<file path="config.mk">
export PLATFORM = sky130hd
export DESIGN_NAME = pq_front
export DESIGN_NICKNAME = d
export VERILOG_FILES = /design/src/rtl/pq_pkg.sv /design/src/rtl/pq_front_fifo.sv /design/src/rtl/pq_front.sv
export SDC_FILE = /design/constraint.sdc
export NUM_CORES = 1
export LEC_CHECK = 0
export CAP_MARGIN = 20
export CORE_MARGIN = 10
export CORE_UTILIZATION = 45
export CTS_CLUSTER_SIZE = 16
export DETAILED_ROUTE_END_ITERATION = 8
export HOLD_SLACK_MARGIN = 0.15
export PLACE_DENSITY = 0.76
export SYNTH_ARGS = -nofsm -noshare
export SYNTH_HDL_FRONTEND = slang
export SYNTH_HIERARCHICAL = 1
export SYNTH_SLANG_ARGS = --single-unit
</file>
<file path="constraint.sdc">
create_clock -name clk -period 2.7 [get_ports clk]
set_input_delay 0.27 -clock clk [delete_from_list [all_inputs] [get_ports clk]]
set_output_delay 0.27 -clock clk [all_outputs]
set_load 0.005 [all_outputs]
</file>
<file path="src/rtl/pq_pkg.sv">
// Shared types for the priority-queue front end: command opcodes, key-value pairs, FSM states.
package pq_pkg;

    localparam int unsigned KEY_W  = 8;
    localparam int unsigned VAL_W  = 8;
    localparam int unsigned STAT_W = 16;

    typedef enum logic [1:0] {
        OP_NONE = 2'd0,
        OP_ENQ  = 2'd1,
        OP_DEQ  = 2'd2,
        OP_REPL = 2'd3
    } pq_op_t;

    typedef struct packed {
        logic [KEY_W-1:0] key;
        logic [VAL_W-1:0] val;
    } kv_t;

    localparam logic [KEY_W-1:0] KEY0 = '0;
    localparam logic [VAL_W-1:0] VAL0 = '0;
    localparam kv_t              KV0  = '{key: KEY0, val: VAL0};

    typedef struct packed {
        pq_op_t op;
        kv_t    kv;
    } cmd_t;

    typedef enum logic [1:0] {
        S_IDLE  = 2'd0,
        S_ISSUE = 2'd1,
        S_RESP  = 2'd2
    } fsm_t;

    function automatic logic [STAT_W-1:0] sat_inc(input logic [STAT_W-1:0] v);
        return (v == {STAT_W{1'b1}}) ? v : v + STAT_W'(1);
    endfunction

endpackage

</file>
<file path="src/rtl/pq_front_fifo.sv">
// Synchronous command FIFO; push when not full, pop when not empty, head visible combinationally.
module pq_front_fifo
    import pq_pkg::*;
#(
    parameter int unsigned DEPTH = 4
) (
    input  logic clk,
    input  logic rst,
    input  logic push_i,
    input  cmd_t wdata_i,
    input  logic pop_i,
    output cmd_t rdata_o,
    output logic full_o,
    output logic empty_o
);

    localparam int unsigned AW = $clog2(DEPTH);
    localparam int unsigned CW = AW + 1;

    cmd_t            mem_q [DEPTH];
    logic [AW-1:0]   wr_ptr_q, wr_ptr_d;
    logic [AW-1:0]   rd_ptr_q, rd_ptr_d;
    logic [CW-1:0]   count_q, count_d;
    logic            do_push, do_pop;

    assign full_o  = (count_q == CW'(DEPTH));
    assign empty_o = (count_q == '0);
    assign rdata_o = mem_q[rd_ptr_q];
    assign do_push = push_i && !full_o;
    assign do_pop  = pop_i && !empty_o;

    // Pointers wrap naturally because DEPTH is a power of two.
    always_comb begin
        wr_ptr_d = wr_ptr_q;
        rd_ptr_d = rd_ptr_q;
        count_d  = count_q;
        if (do_push) wr_ptr_d = wr_ptr_q + AW'(1);
        if (do_pop)  rd_ptr_d = rd_ptr_q + AW'(1);
        case ({do_push, do_pop})
            2'b10:   count_d = count_q + CW'(1);
            2'b01:   count_d = count_q - CW'(1);
            default: count_d = count_q;
        endcase
    end

    always_ff @(posedge clk or negedge rst) begin
        if (!rst) begin
            wr_ptr_q <= '0;
            rd_ptr_q <= '0;
            count_q  <= '0;
        end else begin
            wr_ptr_q <= wr_ptr_d;
            rd_ptr_q <= rd_ptr_d;
            count_q  <= count_d;
        end
    end

    always_ff @(posedge clk) begin
        if (do_push) mem_q[wr_ptr_q] <= wdata_i;
    end

endmodule

</file>
<file path="src/rtl/pq_front.sv">
// Command front end for a priority queue: buffers commands, issues one strobe per command, returns a response.
// Optional PQ_FRONT_STATS_EN adds saturating enqueue/dequeue/reject counters.
module pq_front
    import pq_pkg::*;
#(
    parameter int unsigned CMD_DEPTH = 4
) (
    input  logic        clk,
    input  logic        rst,
    input  logic        cmd_valid,
    output logic        cmd_ready,
    input  logic [1:0]  cmd_op,
    input  kv_t         cmd_kv,
    output logic        rsp_valid,
    input  logic        rsp_ready,
    output kv_t         rsp_kv,
    output logic        rsp_err,
    output logic        pq_enq,
    output logic        pq_deq,
    output kv_t         pq_kvi,
    input  kv_t         pq_kvo,
    input  logic        pq_full,
    input  logic        pq_empty,
    input  logic        pq_busy
`ifdef PQ_FRONT_STATS_EN
    ,
    output logic [STAT_W-1:0] stat_enq,
    output logic [STAT_W-1:0] stat_deq,
    output logic [STAT_W-1:0] stat_rej
`endif
);

    fsm_t  state_q, state_d;
    logic  rsp_valid_q, rsp_valid_d;
    kv_t   rsp_kv_q, rsp_kv_d;
    logic  rsp_err_q, rsp_err_d;

    cmd_t  head;
    cmd_t  push_data;
    logic  fifo_full, fifo_empty, fifo_push, fifo_pop;
    logic  issuing, can_issue, key_ok;
    logic  iss_enq, iss_deq, iss_rej, iss_err;
    kv_t   iss_kv;

    assign push_data = '{op: pq_op_t'(cmd_op), kv: cmd_kv};
    assign cmd_ready = !fifo_full;
    assign fifo_push = cmd_valid && cmd_ready;

    pq_front_fifo #(.DEPTH(CMD_DEPTH)) u_fifo (
        .clk     (clk),
        .rst     (rst),
        .push_i  (fifo_push),
        .wdata_i (push_data),
        .pop_i   (fifo_pop),
        .rdata_o (head),
        .full_o  (fifo_full),
        .empty_o (fifo_empty)
    );

    // Issue decision for the FIFO head against the queue flags of this cycle.
    always_comb begin
        iss_enq = 1'b0;
        iss_deq = 1'b0;
        iss_rej = 1'b0;
        iss_err = 1'b0;
        iss_kv  = KV0;
        key_ok  = (head.kv.key != KEY0);
        case (head.op)
            OP_ENQ: begin
                if (key_ok && !pq_full) iss_enq = 1'b1;
                else                    iss_rej = 1'b1;
            end
            OP_DEQ: begin
                if (!pq_empty) begin
                    iss_deq = 1'b1;
                    iss_kv  = pq_kvo;
                end else begin
                    iss_rej = 1'b1;
                end
            end
            OP_REPL: begin
                if (!key_ok || (pq_full && pq_empty)) begin
                    iss_rej = 1'b1;
                end else if (!pq_empty) begin
                    iss_enq = 1'b1;
                    iss_deq = 1'b1;
                    iss_kv  = pq_kvo;
                end else begin
                    // Replace on an empty queue degrades to a plain insert.
                    iss_enq = 1'b1;
                    iss_err = 1'b1;
                end
            end
            default: iss_rej = 1'b1;
        endcase
        iss_err = iss_err | iss_rej;
    end

    assign issuing = (state_q == S_ISSUE);
    assign pq_enq  = issuing && iss_enq;
    assign pq_deq  = issuing && iss_deq;
    assign pq_kvi  = issuing ? head.kv : KV0;

    assign can_issue = !fifo_empty && !pq_busy;

    // Next-state and response registers; the FIFO pops as ISSUE hands over to RESP.
    always_comb begin
        state_d     = state_q;
        rsp_valid_d = rsp_valid_q;
        rsp_kv_d    = rsp_kv_q;
        rsp_err_d   = rsp_err_q;
        fifo_pop    = 1'b0;
        case (state_q)
            S_IDLE: begin
                if (can_issue) state_d = S_ISSUE;
            end
            S_ISSUE: begin
                state_d     = S_RESP;
                fifo_pop    = 1'b1;
                rsp_valid_d = 1'b1;
                rsp_kv_d    = iss_kv;
                rsp_err_d   = iss_err;
            end
            S_RESP: begin
                if (rsp_ready) begin
                    rsp_valid_d = 1'b0;
                    rsp_kv_d    = KV0;
                    rsp_err_d   = 1'b0;
                    state_d     = can_issue ? S_ISSUE : S_IDLE;
                end
            end
            default: state_d = S_IDLE;
        endcase
    end

    always_ff @(posedge clk or negedge rst) begin
        if (!rst) begin
            state_q     <= S_IDLE;
            rsp_valid_q <= 1'b0;
            rsp_kv_q    <= KV0;
            rsp_err_q   <= 1'b0;
        end else begin
            state_q     <= state_d;
            rsp_valid_q <= rsp_valid_d;
            rsp_kv_q    <= rsp_kv_d;
            rsp_err_q   <= rsp_err_d;
        end
    end

    assign rsp_valid = rsp_valid_q;
    assign rsp_kv    = rsp_kv_q;
    assign rsp_err   = rsp_err_q;

`ifdef PQ_FRONT_STATS_EN
    logic [STAT_W-1:0] stat_enq_q, stat_deq_q, stat_rej_q;

    always_ff @(posedge clk or negedge rst) begin
        if (!rst) begin
            stat_enq_q <= '0;
            stat_deq_q <= '0;
            stat_rej_q <= '0;
        end else if (issuing) begin
            if (iss_enq) stat_enq_q <= sat_inc(stat_enq_q);
            if (iss_deq) stat_deq_q <= sat_inc(stat_deq_q);
            if (iss_rej) stat_rej_q <= sat_inc(stat_rej_q);
        end
    end

    assign stat_enq = stat_enq_q;
    assign stat_deq = stat_deq_q;
    assign stat_rej = stat_rej_q;
`endif

endmodule

</file>
After elaboration in Yosys (flattened, before gate mapping)
Memory sizes are Yosys's and may differ from the RTL's.
Cells that the tools add are included.
- equality and inequality tests: 10
- mux-type cells: 29
- $add $sub $neg: 4
- reduce and logical (&&, ||, !) cells: 21
- bitwise operators: 1
- operators by type and width (kind ; number):
    $mux 16 ; 4
    $pmux 16 s2 ; 2
    $mux 1 ; 14
    $eq 2x2->1 const B ; 4
    $logic_and 1x1->1 ; 8
    $pmux 1 s2 ; 4
    $reduce_bool 8->1 ; 1
    $eq 2x1->1 const B ; 3
    $pmux 2 s3 ; 1
    $pmux 3 s2 ; 1
    $logic_not 1->1 ; 5
    $add 2x1->2 const B ; 2
    $mux 2 ; 2
    $ne 2x2->1 const B ; 2
    $reduce_and 2->1 ; 2
    $reduce_bool 2->1 ; 2
    $add 3x1->3 const B ; 1
    $eq 3x3->1 const B ; 1
    $logic_not 3->1 ; 1
    $pmux 1 s3 ; 1
    $sub 3x1->3 const B ; 1
    $logic_not 2->1 ; 1
    $logic_or 1x1->1 ; 1
    $or 1x1->1 ; 1
- bits of input ports: 41
- bits in registers: 27
- bits in writable memories: 72
- logic and storage cells: 74
- memories kept: 1
- output and inout port bits: 37
- memories (memory ; depth ; bits a word ; rd ports ; clocked after memory_dff ; wr ports ; RTL line ; RTL):
    u_fifo.mem_q ; 4 ; 18 ; 1 ; 0 ; 1 ; pq_front_fifo.sv:20 ; cmd_t mem_q [DEPTH];

Logic depth before layout (Yosys ltp)
An unclocked memory read counts as a cell.
- depth in word-level cells: 8
- gate-level depth with buffers: 10
- depth with buffers taken out: 10

Hierarchy
Netlist, hierarchy kept.
- by module, submodules not included (module ; sequential area each (sq um) ; area an instance (sq um) ; cells each ; instances):
    pq_front_fifo ; 2337.2 ; 3031.7 ; 132 ; 1
    pq_front ; 500.5 ; 955.9 ; 79 ; 1

Least setup slack after synthesis
No wires, ideal clock.
- path kind: flip-flop to flip-flop
- start: reg state_q[1]
- end: reg u_fifo.count_q[2]
- period minus slack after synthesis: 2169 ps
- stages on the path, launching flop included: 11
- data required time: 2621 ps
- data arrival time: 2090 ps
- path buffers: 1
- slack: 531 ps
- path through: dfrtp_1 -> nand2b_1 -> inv_1 -> clkbuf_1 -> and2_4 -> ha_1 -> inv_1 -> fa_1 -> xor2_1 -> nor2_1 -> xor2_1
- cells in the longest elaborated chain, start to end: 5
- elaborated cells between the ends (all ways): 7
- those cells by class: eq/ne: 3; mux: 2; reduce/logical: 2
- ends and longest elaborated chain (element ; RTL line ; RTL):
    from (decl) ; pq_front.sv:33 ; fsm_t state_q, state_d;
    from (signal assigned) ; pq_front.sv:143 ; state_q <= state_d;
    $eq 2x1->1 (*) ; pq_front.sv:113 ; case (state_q)
    $mux 1 (*) ; pq_front.sv:113 ;
    via fifo_pop ; pq_front.sv:40 ; logic fifo_full, fifo_empty, fifo_push, fifo_pop;
    $logic_and 1x1->1 (*) ; pq_front_fifo.sv:30 ; assign do_pop = pop_i && !empty_o;
    via u_fifo.do_pop ; pq_front_fifo.sv:24 ; logic do_push, do_pop;
    $eq 2x1->1 or $eq 2x2->1 (tied branches) ; pq_front_fifo.sv:39 ; case ({do_push, do_pop})
    $pmux 3 s2 or $reduce_bool 2->1 (tied branches) ; - ;
    to (signal assigned) ; pq_front_fifo.sv:54 ; count_q <= count_d;
    to (decl) ; pq_front_fifo.sv:23 ; logic [CW-1:0] count_q, count_d;
Mark *: on every way through the listed nets, which the timed path passes. The rest lies on a longest branch.
A chain may end at the register's enable or synchronous reset.

==> flow_summary.ini <==
[route]
drt-pass1-iter-count = 4
drt_wl_total_um = 8330
vias = 2220
ant_nets = 0
drt_iter0_drc = 133
avgRoutedWirePerCell_um = 20.0
drc_errors = 0
viasPerCell = 5.32

[yosys]
syn_inst = 211
ys.flop_type = edfxtp_1
syn_area_per_cell_um2 = 18.9
ys_seq_area_frac = 0.712
synth_nets = 258
ys_ff_latch = 99
syn-cell-area_um2 = 3990
synth_edf_count = 72
async_flop_share = 0.273
ys_types = 37
synth_warnings = 6

[power]
max-vdd-ir-drop_mv = 0.450
powerDensity_nw_per_um2 = 1020
p_int_mw = 3.71
power.leakage_nw = 1.91
power_switching_mw = 1.58
power_frac_seq = 0.431
combinationalPowerShare = 0.373
p_clk_frac = 0.196
switching_share = 0.298

[cts]
cts_made_buffers = 9
cts_tree = done
insertion_delay_ns = 0.36
cts-root-buf = clkbuf_8
clk_path_buf_depth = 2
htreeDepth = 3
clkTransAtPathRegs_ns = 0.10
clock-sinks = 99

[critical_path]
startpoint = u_fifo/rd_ptr_q[0]
end_kind = output port
worstReg2RegStart = u_fifo/rd_ptr_q[0]
worst_ep_arrival_time_ns = 2.32
startpoint_type = register
cp.required_ns = 2.43
critPathKind = reg -> out
crit_fanout = 11
r2r_cells = 7

[final_layout]
diodes = 0
layout_common_cells = 75 x clkdlybuf4s50_1, 72 x edfxtp_1, 25 x dfrtp_1
finish.utilization = 0.598
area_growth_pct = 30.2
layout.cells.non_filler = 417
final_cell_area_um2 = 5190
final_nets = 351
drive_gt1_frac = 0.197
final_common_cell = clkdlybuf4s50_1

[timing]
period_minus_slack_ns = 2.59
holdWs_ns = 0.281
min_period_over_period = 0.961
worst_pin_slew_ns = 0.608
setup_viol = 0
hold_violations = 0
fmax_ghz = 0.386
maxSlewHeadroom = 0.594
rsz0062_at_grt = no
finalMaxSlewViolations = 0
worst_slack_ns = 0.106
finalClockSkew_ns = 0.00999

[placed_design]
post-dp-hpwl_um = 5790
globalplace.congestion = 0.727
place_ws_ns = 0.196
port_buffers = 77
placed_cell_area_um2 = 4950
dp.cells = 399

[floorplanning]
die_h_um = 114
die_w_um = 114
boundaryPins = 78
core-area_um2 = 8680
num_rows = 34
die_area_um2 = 13000
initial_core_util = 0.459

[flow_run]
cap_violations = 0

[global_route]
grtUsageMet2 = 0.197
grt_pass1_vias = 2405
grt.met3_usage = 0.0550
gr-max-usage-layer = met2
groute.usage.overall = 0.133
grt_pass1_wl_um = 13400
antenna_found_initial = 0
grt_max_degree = 28
grt-ovfl-total = 0
grt_use_met1 = 0.177

[hold_path]
min_path_type = in -> async

[run_status]
status = finished, final reports clean
## Yosys cell counts (all sizes together), types with 2 or more instances
cell,count,area (um^2)
nor4,2,42.5
xnor2,3,26.3
dfrtp,27,676
and2,21,135
mux4,18,405
nand2,2,7.51
buf,7,48.8
clkbuf,2,7.51
nor2b,2,15.0
edfxtp,72,2160
inv,11,41.3
ha,5,62.6
nand2b,3,18.8
xor2,3,26.3
a21oi,2,10.0
a22o,16,141
## sequential cells by signal, indices dropped and copies added (netlist names)
| register | count |
|---|---|
| rsp_kv | 16 |
| u_fifo/mem_q | 72 |
| rsp_valid | 1 |
| rsp_err | 1 |
| u_fifo/rd_ptr_q | 2 |
| u_fifo/count_q | 3 |
| state_q | 2 |
| u_fifo/wr_ptr_q | 2 |
## worst paths after layout
check                                      to  slack [ns]
setup / recovery                       pq_deq        0.11
hold / removal                      rsp_kv[0]        0.28
setup reg to reg                   rsp_kv[10]        0.37
hold reg to reg             u_fifo/count_q[2]        0.49
max in group asynchronous  u_fifo/rd_ptr_q[0]        2.14
min in group clk                   state_q[0]        0.45
## worst max-delay path, cell delays in order (launching register included)
cell and delay [ns]:
dfrtp_2 0.42, buf_12 0.16, mux4_2 0.55, nor4_4 0.32, buf_4 0.17, a311oi_4 0.11, clkdlybuf4s15_1 0.24
## power by group through the flow
stage	Combinational (mW)	Sequential, mW	Clock (mW)
floorplan	1.17	2.24	0
global placement	1.95	2.28	0
detailed placement	2.00	2.31	0
CTS	2.02	2.28	1.07
global route	2.17	2.32	1.13
finish	1.97	2.28	1.04
## what timing repair did
action	CTS	global route
buffers inserted	1	1
gates resized for setup	4	1
hold buffers	0	0
gates cloned	0	0
endpoints found under the setup margin	2	2
hold endpoints to repair	0	0
pin swaps	3	1
## metrics by stage
step                  TNS, ns  power [mW]
floorplan                   0        3.41
global placement            0        4.24
detailed placement          0        4.31
CTS                 -0.000621        5.37
global route                0        5.62
finish                      0        5.29
## cells by family (layout without fill, tap and decap cells)
logic type | after synthesis | count (layout) | share of synthesized area
AO/OA/AOI/OAI | 24 | 24 | 0.0549
adder cells (fa/ha/maj) | 6 | 6 | 0.0207
multiplexers | 20 | 20 | 0.108
flip-flops | 99 | 99 | 0.712
AND/OR/NAND/NOR | 36 | 36 | 0.0671
buffers and inverters | 20 | 118 | 0.0245
XOR/XNOR | 6 | 6 | 0.0132
## area by class of cell
| type | instances | area (um^2) |
|---|---|---|
| clock buffers | 9 | 124 |
| clock inverters | 7 | 98.8 |
| fillers | 677 | 3490 |
| inverters | 11 | 41.3 |
| multi-input cells | 92 | 1050 |
| flip-flops and latches | 99 | 2840 |
| well taps | 108 | 135 |
| repair buffers | 91 | 900 |
## per-layer routing
| layer | share of wire | up-vias |
|---|---|---|
| met1 | 0.44 | 1127 |
| li1 | - | 995 |
| met2 | 0.47 | 93 |
| met4 | 0.0061 | 0 |
| met5 | 0 | - |
| met3 | 0.087 | 5 |
No activity file was read; power rests on OpenSTA's default activity.
